## config.mk

```make
export PLATFORM = sky130hd
export DESIGN_NAME = note_player
export DESIGN_NICKNAME = d
export VERILOG_FILES = /design/src/rtl/note_player.sv
export SDC_FILE = /design/constraint.sdc
export NUM_CORES = 1
export LEC_CHECK = 0
export CAP_MARGIN = 30
export CORE_MARGIN = 8
export CORE_UTILIZATION = 47
export DETAILED_ROUTE_END_ITERATION = 12
export PLACE_DENSITY = 0.81
export SYNTH_ARGS = -nofsm -noshare
export SYNTH_HDL_FRONTEND = slang
export SYNTH_SLANG_ARGS = --single-unit
```

## constraint.sdc

```tcl
create_clock -name i_clk -period 3.4 [get_ports i_clk]
set_input_delay 0.51 -clock i_clk [delete_from_list [all_inputs] [get_ports i_clk]]
set_output_delay 0.51 -clock i_clk [all_outputs]
set_load 0.1 [all_outputs]
```

## src/rtl/note_player.sv

```systemverilog
// ---------------------------------------------------------------------------
// note_player
//   Pulls notes from the pattern sequencer and plays them on one voice.
//   Each note is timed in frame ticks (len * TICKS_PER_UNIT ticks), its pitch
//   is converted to a phase increment through an external period ROM with
//   one cycle of read latency, and a simple linear decay envelope drives the
//   4-bit volume. When a note expires, the next one is requested with a
//   single o_note_stb pulse.
//
// Ports
//   i_clk               clock
//   i_rst               synchronous active-high reset
//   i_tick              frame tick strobe (1 cycle)
//   i_enable            0 = pause, ticks are ignored
//   o_note_stb          request next note (1-cycle pulse)
//   i_note_valid        note fields valid (1-cycle pulse)
//   i_note_pitch [5:0]  pitch index, 0 = rest
//   i_note_len   [4:0]  duration in units, 0 treated as 1
//   i_note_instrument   [2:0] decay period in ticks (0 = sustain), [3] unused
//   o_pitch_rom_addr    period ROM address
//   i_pitch_rom_data    ROM data, valid one cycle after the address
//   o_phase_inc         oscillator phase increment
//   o_gate              note sounding
//   o_volume            envelope level
// ---------------------------------------------------------------------------
module note_player #(
    parameter int unsigned TICKS_PER_UNIT = 6
) (
    input  logic        i_clk,
    input  logic        i_rst,
    input  logic        i_tick,
    input  logic        i_enable,
    output logic        o_note_stb,
    input  logic        i_note_valid,
    input  logic [5:0]  i_note_pitch,
    input  logic [4:0]  i_note_len,
    input  logic [3:0]  i_note_instrument,
    output logic [5:0]  o_pitch_rom_addr,
    input  logic [15:0] i_pitch_rom_data,
    output logic [15:0] o_phase_inc,
    output logic        o_gate,
    output logic [3:0]  o_volume
);

    typedef enum logic [2:0] {
        ST_START  = 3'd0,
        ST_WAIT   = 3'd1,
        ST_LOOKUP = 3'd2,
        ST_LOAD   = 3'd3,
        ST_PLAY   = 3'd4
    } state_t;

    localparam logic [7:0] TPU = 8'(TICKS_PER_UNIT);

    state_t      state_r;
    state_t      state_nxt_s;

    logic [5:0]  pitch_r;
    logic [4:0]  len_r;
    logic [2:0]  decay_per_r;
    logic [7:0]  tick_cnt_r;
    logic [4:0]  unit_cnt_r;
    logic [2:0]  decay_cnt_r;

    logic        stb_r;
    logic        gate_r;
    logic [3:0]  vol_r;
    logic [15:0] phase_r;
    logic [5:0]  addr_r;

    logic        count_s;
    logic        note_end_s;
    logic        decaying_s;
    logic        unused_instr_s;

    assign unused_instr_s = i_note_instrument[3];

    // Ticks only advance a note while playing and not paused; anything else is dropped.
    assign count_s    = (state_r == ST_PLAY) && i_tick && i_enable;
    assign note_end_s = count_s && (tick_cnt_r == 8'd1) && (unit_cnt_r == 5'd1);
    assign decaying_s = (decay_per_r != 3'd0) && (pitch_r != 6'd0);

    assign o_note_stb       = stb_r;
    assign o_gate           = gate_r;
    assign o_volume         = vol_r;
    assign o_phase_inc      = phase_r;
    assign o_pitch_rom_addr = addr_r;

    // State register.
    always_ff @(posedge i_clk) begin
        if (i_rst) begin
            state_r <= ST_START;
        end else begin
            state_r <= state_nxt_s;
        end
    end

    // Next-state logic.
    always_comb begin
        state_nxt_s = state_r;
        case (state_r)
            ST_START:  state_nxt_s = ST_WAIT;
            ST_WAIT: begin
                if (i_note_valid) begin
                    state_nxt_s = ST_LOOKUP;
                end else begin
                    state_nxt_s = ST_WAIT;
                end
            end
            ST_LOOKUP: state_nxt_s = ST_LOAD;
            ST_LOAD:   state_nxt_s = ST_PLAY;
            ST_PLAY: begin
                if (note_end_s) begin
                    state_nxt_s = ST_WAIT;
                end else begin
                    state_nxt_s = ST_PLAY;
                end
            end
            default:   state_nxt_s = ST_START;
        endcase
    end

    // Registered outputs, note latch and tick/unit/decay counters.
    always_ff @(posedge i_clk) begin
        if (i_rst) begin
            stb_r       <= 1'b0;
            gate_r      <= 1'b0;
            vol_r       <= 4'd0;
            phase_r     <= 16'd0;
            addr_r      <= 6'd0;
            pitch_r     <= 6'd0;
            len_r       <= 5'd0;
            decay_per_r <= 3'd0;
            tick_cnt_r  <= 8'd0;
            unit_cnt_r  <= 5'd0;
            decay_cnt_r <= 3'd0;
        end else begin
            stb_r <= 1'b0;
            case (state_r)
                ST_START: begin
                    stb_r <= 1'b1;
                end
                ST_WAIT: begin
                    if (i_note_valid) begin
                        pitch_r     <= i_note_pitch;
                        len_r       <= (i_note_len == 5'd0) ? 5'd1 : i_note_len;
                        decay_per_r <= i_note_instrument[2:0];
                        // Address is presented during LOOKUP so the ROM data
                        // lines up with the LOAD cycle.
                        addr_r      <= i_note_pitch;
                    end
                end
                ST_LOOKUP: begin
                    addr_r <= pitch_r;
                end
                ST_LOAD: begin
                    if (pitch_r != 6'd0) begin
                        phase_r <= i_pitch_rom_data;
                        gate_r  <= 1'b1;
                        vol_r   <= 4'd15;
                    end else begin
                        phase_r <= 16'd0;
                        gate_r  <= 1'b0;
                        vol_r   <= 4'd0;
                    end
                    unit_cnt_r  <= len_r;
                    tick_cnt_r  <= TPU;
                    decay_cnt_r <= decay_per_r;
                end
                ST_PLAY: begin
                    if (count_s) begin
                        if (tick_cnt_r == 8'd1) begin
                            tick_cnt_r <= TPU;
                            if (unit_cnt_r == 5'd1) begin
                                gate_r <= 1'b0;
                                stb_r  <= 1'b1;
                            end else begin
                                unit_cnt_r <= unit_cnt_r - 5'd1;
                            end
                        end else begin
                            tick_cnt_r <= tick_cnt_r - 8'd1;
                        end
                        if (decaying_s) begin
                            if (decay_cnt_r == 3'd1) begin
                                decay_cnt_r <= decay_per_r;
                                vol_r <= (vol_r == 4'd0) ? 4'd0 : vol_r - 4'd1;
                            end else begin
                                decay_cnt_r <= decay_cnt_r - 3'd1;
                            end
                        end else begin
                            decay_cnt_r <= decay_cnt_r;
                        end
                    end
                end
                default: begin
                    stb_r <= 1'b0;
                end
            endcase
        end
    end

endmodule

```

==> results by group <==
Run status
  • Status: finished, final reports clean

Floorplanning
  • Die width: ~93 µm
  • Chip height: 93.19 µm
  • Io pins: 64
  • Core area: 5851 µm²
  • Die footprint: 8683 µm²
  • Placement Rows: 28
  • Starting density of the core: 0.4786

Logic synthesis
  • EDFF count, synth: 0
  • Mux contribution to synthesized area: 0.01072
  • Synth Area in Compound Gates: 0.2069
  • Post-synth net total: 380
  • Area of the mapped netlist: 2800 µm²
  • Post-Synth Adder-Cell Area: 0.02681
  • Synth Area per Inst: 8.285 µm²
  • Post-Synth Simple-Gate Area: 0.2538
  • Largest family of logic cells by synthesized area: simple AND/OR/NAND/NOR gates
  • Yosys reg bits: 61
  • Seq/Total Area, Yosys: 0.4361
  • Yosys warns: 0
  • Yosys cell types: 50
  • Xor/xnor cell area share of the yosys netlist: 0.01877
  • Post-Synthesis Cells: 338
  • Async S/R FF share, synth: 0
  • Primary FF master, synth: dfxtp_1

GRT
  • Pin count of the biggest net entering global routing: 37
  • Number of global-route vias before repair: 2,606
  • Grt ovf: 0
  • Total GRT Usage: 0.1671
  • Initial antenna violation count: 0
  • Global-route wire length before repair: 11.83 mm

Placed design
  • Placed Cells: about 460
  • IO buf count: 62
  • GPL Wtd Cong: around 0.85
  • DP Wirelength: 5.059 mm

Critical path
  • CP bufs+invs: 1
  • Slowest CP cell: clkdlybuf4s50_1
  • CP Cell Sequence: clkdlybuf4s50_1
  • Largest stage delay, worst path: 1.18 ns
  • Critical path startpoint category: register
  • Maximum net fanout on the critical path: 7
  • Worst EP required: 2.89 ns
  • WP data arrival: 1.95 ns
  • Setup CP Type: reg -> out
  • Top Family by Delay on Critical Path: buffers and inverters
  • Kind of end point of the critical path: output port

Clocking
  • CTS root buf: clkbuf_8
  • CTS sink count: 61
  • H-tree depth: 3
  • Post-cts sizing count: 0
  • Post-CTS Hold Buffers: 0
  • CTS max path bufs: 2
  • Clk slew on worst S/H paths: ~0.06 ns
  • Post-CTS Setup Inserts: 0
  • CTS tree: done
  • Total CTS buffers: 9
  • Clk_lat worst skew: roughly 0.33 ns

Drt
  • Drt first pass iters: 4
  • WL final: about 6.9 mm
  • Post-DRT Antenna Nets: 0
  • DRC errors left: 0
  • DR vias/cell: 5.476
  • Initial drt markers: 150
  • WL/cell: 14.59 µm
  • DR vias: 2,601

Timing
  • Tcrit/Tclk final: 0.7238
  • Final setup fails: 0
  • Max Slew Vio Count: 0
  • Hold_ws: 0.4487 ns
  • Hold violation total from the final report: 0
  • Post-route setup TNS: 0 ns
  • Worst-Margin Slew: between 0.9 and 1 ns
  • Relative slew slack: 0.3346
  • Tmin final: 2.461 ns
  • RSZ-0062 raised after global routing: no
  • Setup Skew: 0.004928 ns
  • Fmax: approximately 410 MHz

Power and ir drop
  • Leak Pwr: 0.001245 µW
  • Power Dens Cells: 454.3 nW/µm²
  • VDD IR max: approximately 0.26 mV

Layout
  • Final #Nets: about 440
  • Non-filler instance count after layout: between 400 and 500
  • Seq. cell area: 1221 µm²
  • P&R area growth vs syn: 30.29%
  • Diode count: 0
  • Layout fillers: a little over 500
  • Layout cells sized above 1: 0.08250
  • Area of the multi-input gates: 1448 µm²

Job
  • Max_cap viols: 0

Worst hold path
  • Worst hold path class: reg -> reg
==> layer usage <==
metal,track usage,up-vias,part of all wire
met3,0.06170,2,0.056
met2,0.2834,54,0.50
met5,0,-,0
met1,0.1918,1237,0.44
li1,-,1308,-
met4,0.04832,0,0.0020
==> power breakdown <==
group | leakage, µW | switching, µW | internal, µW
Clock | 0.0000923 | 258 | 350
Sequential | 0.000495 | 27.0 | 742
Combinational | 0.000658 | 179 | 102
==> logic make-up (layout without fill, tap and decap cells) <==
group	count (synthesis)	in the layout
XOR/XNOR	6	6
flip-flops	61	61
AO/OA/AOI/OAI	88	88
multiplexers	3	3
AND/OR/NAND/NOR	142	142
adder cells (fa/ha/maj)	6	6
buffers and inverters	32	94
==> Yosys cell counts, types with 2 or more instances <==
library cell,number,area [µm²]
nand2_1,66,247.7
dfxtp_1,61,1221
a21oi_1,42,210.2
nand3_1,20,100.1
nor2_1,20,75.07
clkbuf_1,13,48.80
inv_1,12,45.04
o21ai_0,12,60.06
a31oi_1,9,56.30
nor3_1,8,40.04
buf_2,6,30.03
ha_1,6,75.07
a211oi_1,4,30.03
nand3b_1,4,30.03
xor2_1,4,35.03
mux2i_1,3,30.03
o41ai_1,3,26.28
a211oi_2,2,25.02
a311o_1,2,20.02
and3b_1,2,17.52
nand2b_1,2,12.51
nor3b_1,2,15.01
nor4_1,2,12.51
nor4b_1,2,17.52
o211ai_1,2,15.01
o31a_1,2,17.52
or3_1,2,12.51
or3_4,2,22.52
xnor2_1,2,17.52
==> path summary, 6_finish.rpt <==
check | from | end | slack (ns) | cells past startpoint
worst min-delay path | o_phase_inc[0]$_SDFFE_PP0N_ | o_phase_inc[0]$_SDFFE_PP0N_ | 0.45 | 2
worst max-delay path | o_volume[0]$_SDFFE_PP0P_ | o_volume[0] | 0.94 | 1
worst max register to register | state_r[2]$_SDFF_PP0_ | unit_cnt_r[2]$_SDFFE_PP0P_ | 1.19 | 5
worst min register to register | o_phase_inc[0]$_SDFFE_PP0N_ | o_phase_inc[0]$_SDFFE_PP0N_ | 0.45 | 2
==> layout make-up <==
| cell class | instances | share of cell area |
|---|---|---|
| well taps | 75 | 0.02572 |
| repair buffers | 68 | 0.1811 |
| flip-flops and latches | 61 | 0.3347 |
| multi-input cells | 245 | 0.3968 |
| inverters | 12 | 0.01235 |
| clock buffers | 12 | 0.03978 |
| clock inverters | 2 | 0.009602 |
==> per-stage QoR <==
stage	instance area [µm²]	utilization	total power, µW	worst slack, ns
5_1_grt	3649	0.6236	1724	0.8737
6_report	3649	0.6236	1657	0.9390
3_3_place_gp	3468	0.5928	1059	1.113
2_1_floorplan	2800	-	973.5	1.524
3_5_place_dp	3468	0.5928	1065	1.018
4_1_cts	3649	0.6236	1669	0.9212
==> cell usage in the layout, fill, tap and decap left out, types with 9 or more instances in the layout <==
| cell | netlist | final |
|---|---|---|
| nand2_1 | 66 | 66 |
| dfxtp_1 | 61 | 61 |
| clkdlybuf4s50_1 | 0 | 61 |
| a21oi_1 | 42 | 42 |
| nor2_1 | 20 | 20 |
| nand3_1 | 20 | 20 |
| inv_1 | 12 | 12 |
| o21ai_0 | 12 | 12 |
| clkbuf_8 | 0 | 10 |
| a31oi_1 | 9 | 9 |
==> flip-flops by register name (all words and copies together) (netlist names), 4 cells and up <==
name              flops
len_r                 5
o_phase_inc          16
o_pitch_rom_addr      6
o_volume              4
pitch_r               6
tick_cnt_r            8
unit_cnt_r            5
Note: power is estimated with default switching activity, not from simulation.
